### config.mk
export PLATFORM = sky130hd
export DESIGN_NAME = instruction_sequencer
export DESIGN_NICKNAME = d
export VERILOG_FILES = /design/src/rtl/proc_pkg.sv /design/src/rtl/latency_counter.sv /design/src/rtl/instruction_sequencer.sv
export SDC_FILE = /design/constraint.sdc
export NUM_CORES = 1
export LEC_CHECK = 0
export CORE_MARGIN = 2
export CORE_UTILIZATION = 41
export CTS_CLUSTER_SIZE = 25
export DETAILED_ROUTE_END_ITERATION = 16
export PLACE_DENSITY = 0.77
export SYNTH_ARGS = -nofsm -noshare
export SYNTH_HDL_FRONTEND = slang
export SYNTH_SLANG_ARGS = --single-unit
### constraint.sdc
create_clock -name clk -period 2.13 [get_ports clk]
set_input_delay 0.3195 -clock clk [delete_from_list [all_inputs] [get_ports clk]]
set_output_delay 0.3195 -clock clk [all_outputs]
set_load 0.02 [all_outputs]
### src/rtl/proc_pkg.sv
// proc_pkg: shared sequencer states, opcode constants and default widths
package proc_pkg;
  localparam int PC_W_DEFAULT = 12;
  localparam logic [3:0] OP_NOP = 4'h0;
  localparam logic [3:0] OP_LOAD = 4'hE;
  localparam logic [3:0] OP_HALT = 4'hF;
  typedef enum logic [2:0] {
    IDLE,
    FETCH,
    LOAD_IR,
    EXEC,
    DRAM_RD,
    DRAM_WR,
    UART_WAIT,
    HALT
  } state_e;
endpackage

### src/rtl/latency_counter.sv
// latency_counter: loadable down-counter that parks at zero and flags it
module latency_counter #(
  parameter int W = 2
) (
  input  logic         clk,
  input  logic         rst_n,
  input  logic         load_i,
  input  logic [W-1:0] val_i,
  output logic         zero_o
);
  logic [W-1:0] cnt_q, cnt_d;
  assign cnt_d = load_i ? val_i : (cnt_q == '0 ? cnt_q : cnt_q - W'(1));
  assign zero_o = cnt_q == '0;
  always_ff @(posedge clk)
    if (!rst_n) cnt_q <= '0;
    else cnt_q <= cnt_d;
endmodule

### src/rtl/instruction_sequencer.sv
// instruction_sequencer: multi-cycle fetch/execute controller owning pc and ir,
// stalling for DRAM reads/writes and UART transfers
module instruction_sequencer
  import proc_pkg::*;
#(
  parameter int PC_W = PC_W_DEFAULT,
  parameter int IRAM_LAT = 1,
  parameter int DRAM_LAT = 2,
  parameter logic [PC_W-1:0] RESET_PC = '0
) (
  input  logic            clk,
  input  logic            rst_n,
  input  logic            start,
  output logic [PC_W-1:0] iram_addr,
  input  logic [15:0]     iram_data,
  output logic [15:0]     ir,
  output logic [PC_W-1:0] pc,
  output logic            exec_en,
  input  logic            jmp_req,
  input  logic [PC_W-1:0] jmp_addr,
  input  logic            dram_we,
  input  logic            dram_wr_done,
  output logic            dram_re,
  output logic            mdr_load,
  input  logic            uart_start,
  input  logic            uart_done,
  output logic            halted,
  output logic            busy
);
  localparam int CW = $clog2(IRAM_LAT > DRAM_LAT ? IRAM_LAT : DRAM_LAT) + 1;
  state_e state_q, state_d;
  logic [PC_W-1:0] pc_q, pc_d;
  logic [15:0] ir_q, ir_d;
  logic [3:0] opcode;
  logic [CW-1:0] cnt_val;
  logic cnt_load, cnt_zero;
  assign opcode = ir_q[15:12];
  assign iram_addr = pc_q;
  assign pc = pc_q;
  assign ir = ir_q;
  // strobes are gated by reset so nothing fires in the cycle reset is applied
  assign exec_en = rst_n && state_q == EXEC;
  assign dram_re = exec_en && opcode == OP_LOAD;
  assign mdr_load = rst_n && state_q == DRAM_RD && cnt_zero;
  assign halted = state_q == HALT;
  assign busy = state_q != IDLE && state_q != HALT;
  assign cnt_load = state_d != state_q;
  assign cnt_val = state_d == DRAM_RD ? CW'(DRAM_LAT - 1) : CW'(IRAM_LAT - 1);
  latency_counter #(.W(CW)) u_cnt (
    .clk   (clk),
    .rst_n (rst_n),
    .load_i(cnt_load),
    .val_i (cnt_val),
    .zero_o(cnt_zero)
  );
  always_comb begin
    state_d = state_q;
    pc_d = pc_q;
    ir_d = ir_q;
    case (state_q)
      IDLE:      state_d = start ? FETCH : IDLE;
      FETCH:     state_d = cnt_zero ? LOAD_IR : FETCH;
      LOAD_IR: begin
        ir_d = iram_data;
        pc_d = pc_q + PC_W'(1);
        state_d = EXEC;
      end
      EXEC: begin
        pc_d = jmp_req ? jmp_addr : pc_q;
        state_d = opcode == OP_HALT ? HALT :
                  opcode == OP_LOAD ? DRAM_RD :
                  dram_we ? DRAM_WR :
                  uart_start ? UART_WAIT : FETCH;
      end
      DRAM_RD:   state_d = cnt_zero ? FETCH : DRAM_RD;
      DRAM_WR:   state_d = dram_wr_done ? FETCH : DRAM_WR;
      UART_WAIT: state_d = uart_done ? FETCH : UART_WAIT;
      HALT:      state_d = HALT;
    endcase
  end
  always_ff @(posedge clk)
    if (!rst_n) begin
      state_q <= IDLE;
      pc_q <= RESET_PC;
      ir_q <= '0;
    end else begin
      state_q <= state_d;
      pc_q <= pc_d;
      ir_q <= ir_d;
    end
  // the decoder never raises both a DRAM write and a UART transfer at once
  a_we_uart_excl: assert property (@(posedge clk) disable iff (!rst_n)
    !(state_q == EXEC && dram_we && uart_start));
endmodule
==> flow_metrics.py <==
metrics = {
    "place": {
        "dp.cells": 355,
        "io_buffers": 80,
        "dp_slack_ns": 0.0504,
        "gp_congestion": 0.874,
        "dpl.hpwl_um": 3420,
    },
    "timing": {
        "finalCritPeriodShare": 0.945,
        "timing.fmax_mhz": 497,
        "slew_viol_final": 0,
        "setup_viol": 0,
        "max_slew_margin": 0.777,
        "rsz0062_at_grt": "no",
        "fin_ws_ns": 0.117,
        "fin_crit_ns": 2.01,
        "fin_worst_skew_ns": 0.00679,
        "worst_pin_slew_ns": 0.334,
        "finalHoldViolCount": 0,
        "finalSetupTns_ns": 0,
        "whs_ns": 0.453,
    },
    "yosys": {
        "synth-seq-area-share": 0.377,
        "yosys.cell_count.top_type": "nand2_1",
        "synthCells": 240,
        "ys_types": 44,
        "synthTopCellsByCount": "43 x nand2_1, 33 x a21oi_1, 33 x dfxtp_1, 17 x nor2_1, 14 x clkbuf_1",
        "yosysTopAreaCell": "dfxtp_1",
        "synth_area_per_cell_um2": 7.31,
        "synthArstFlopShare": 0,
        "synthFlopType": "dfxtp_1",
        "ys_warn_count": 0,
        "synth_area_leaders": "dfxtp_1 38%, a21oi_1 9.4%, nand2_1 9.2%, buf_4 5.1%, nor2_1 3.6%",
        "ys_seq_elements": 33,
        "synth_area_mm2": 0.00175,
        "syn_nets": 278,
        "synth_top_area_share": 0.377,
        "synth_edf_count": 0,
    },
    "global_routing": {
        "grt_pass1_vias": 1756,
        "grt-ovfl-total": 0,
        "grt_max_degree": 27,
        "antenna_found_initial": 0,
        "grt_pass1_wl_um": 7800,
        "track_usage": 0.197,
    },
    "worst_setup_path": {
        "worstSetupStartpoint": "state_q[1]",
        "critPathKind": "reg2out",
        "critPathCapture": "busy",
        "required_ns": 1.81,
        "reg2regPathDepth": 4,
        "rr_endpoint": "iram_addr[11]",
        "r2r_slack_ns": 0.42,
        "worstPathArrival_ns": 1.69,
        "startpoint_type": "flip-flop",
        "end_kind": "primary output",
        "worstPathMaxFanout": 8,
        "timing.rr.start": "state_q[1]",
    },
    "floorplanning": {
        "pin_count": 81,
        "initial_utilization": 0.432,
        "die-area_mm2": 0.00482,
        "rows": 23,
        "fp.dieW_um": 69.4,
        "die_h_um": 69.4,
        "core_mm2": 0.00406,
    },
    "routing": {
        "wirelength_um": 4720,
        "drc": 0,
        "drt_iter0_markers": 125,
        "drt_first_pass_iters": 4,
        "drt-wirelength-per-cell_um": 13.0,
        "vias": 1918,
        "ant_nets": 0,
        "vias_per_cell": 5.30,
    },
    "job": {
        "maxCapViolCount": 0,
    },
    "cts": {
        "cts_tree": "built",
        "clock_latency_ns": 0.28,
        "cts_resized": 0,
        "cts_max_level": 2,
        "cts_root_buffer": "clkbuf_8",
        "max-clock-path-buffers": 2,
        "cts.sinks": 33,
        "clkTransAtPathRegs_ns": 0.07,
        "cts_buffers": 5,
        "holdBufCountCts": 0,
        "postCtsSetupBuffers": 0,
    },
    "power_and_ir_drop": {
        "p_leak_nw": 0.949,
        "power_mw": 1.59,
        "peakVddDrop_mv": 0.459,
        "power_density_mw_per_mm2": 599,
    },
    "layout": {
        "fillCellCount": 356,
        "nets": 350,
        "area_growth_pct": 51.2,
        "antenna_cells": 0,
        "drive_above_1_share": 0.0801,
        "fin_cells": 362,
    },
    "run_status": {
        "status": "completed",
    },
    "hold_path": {
        "holdCritPathClass": "reg2reg",
    },
}
==> layer usage <==
layer  routed length [µm]  vias up  track usage
met2                 2090       93        0.309
met4                   66        0       0.0632
met5                    0        -            0
li1                     -      968            -
met3                  560        7       0.0959
met1                 2000      850        0.238
==> sequential cells by signal, indices dropped and copies added, names as in the netlist <==
signal       count
iram_addr       12
ir              16
state_q          3
u_cnt.cnt_q      2
==> worst min-delay path by stage <==
| stage | start | depth (start not counted) | end |
|---|---|---|---|
| floorplan | iram_data[0] | 2 | ir[0] |
| global placement | ir[1] | 2 | ir[1] |
| finish | ir[1] | 2 | ir[1] |
| CTS | ir[1] | 2 | ir[1] |
| global route | ir[9] | 2 | ir[9] |
| detailed placement | ir[1] | 2 | ir[1] |
==> logic make-up (layout without fill, tap and decap cells) <==
group                    count (synthesis)  count (layout)  synth area share
adder cells (fa/ha/maj)                  2               2            0.0143
multiplexers                             1               1           0.00642
XOR/XNOR                                 1               1           0.00499
AND/OR/NAND/NOR                        102             102             0.279
AO/OA/AOI/OAI                           66              66             0.215
flip-flops                              33              33             0.377
buffers and inverters                   35             107             0.103
==> power breakdown <==
part	internal, mW	leakage, nW	switching [mW]
sequential	0.654	0.268	0.0341
clock	0.256	0.0443	0.221
combinational	0.211	0.636	0.212
total	1.12	0.949	0.467
==> layout by cell type, fill, tap and decap left out, types with 2 or more instances in the layout <==
cell type and count:
a21oi_1 33, a22oi_1 3, a31oi_1 4, and3_1 3, buf_4 14, clkbuf_8 6, clkdlybuf4s50_1 79, dfxtp_1 33
ha_1 2, inv_1 4, nand2_1 43, nand2b_1 4, nand3_1 12, nand3b_1 4, nand4_1 4, nor2_1 17
nor3_1 3, o21ai_0 3, o21ai_1 10, o22ai_1 5, o311a_1 2, or3_1 2
==> layout make-up <==
class / instances / area, µm² / area share
multi-input cells: 172 / 912 / 0.344
flip-flops and latches: 33 / 661 / 0.249
inverters: 6 / 22.5 / 0.00849
repair buffers: 94 / 908 / 0.342
clock buffers: 7 / 86.3 / 0.0325
well taps: 50 / 62.6 / 0.0236
==> worst max-delay path, stage by stage (launching register included) <==
cell	delay, ns
dfxtp_1	0.44
or2_1	0.22
nor2_1	0.06
nor2_1	0.09
clkdlybuf4s50_1	0.61
==> through the flow <==
stage,util,instance area (µm²)
after floorplan,-,1750
after global placement,0.632,2560
after detailed placement,0.632,2560
after CTS,0.653,2650
after global routing,0.654,2650
final,0.654,2650
(Power assumes the default switching activity.)
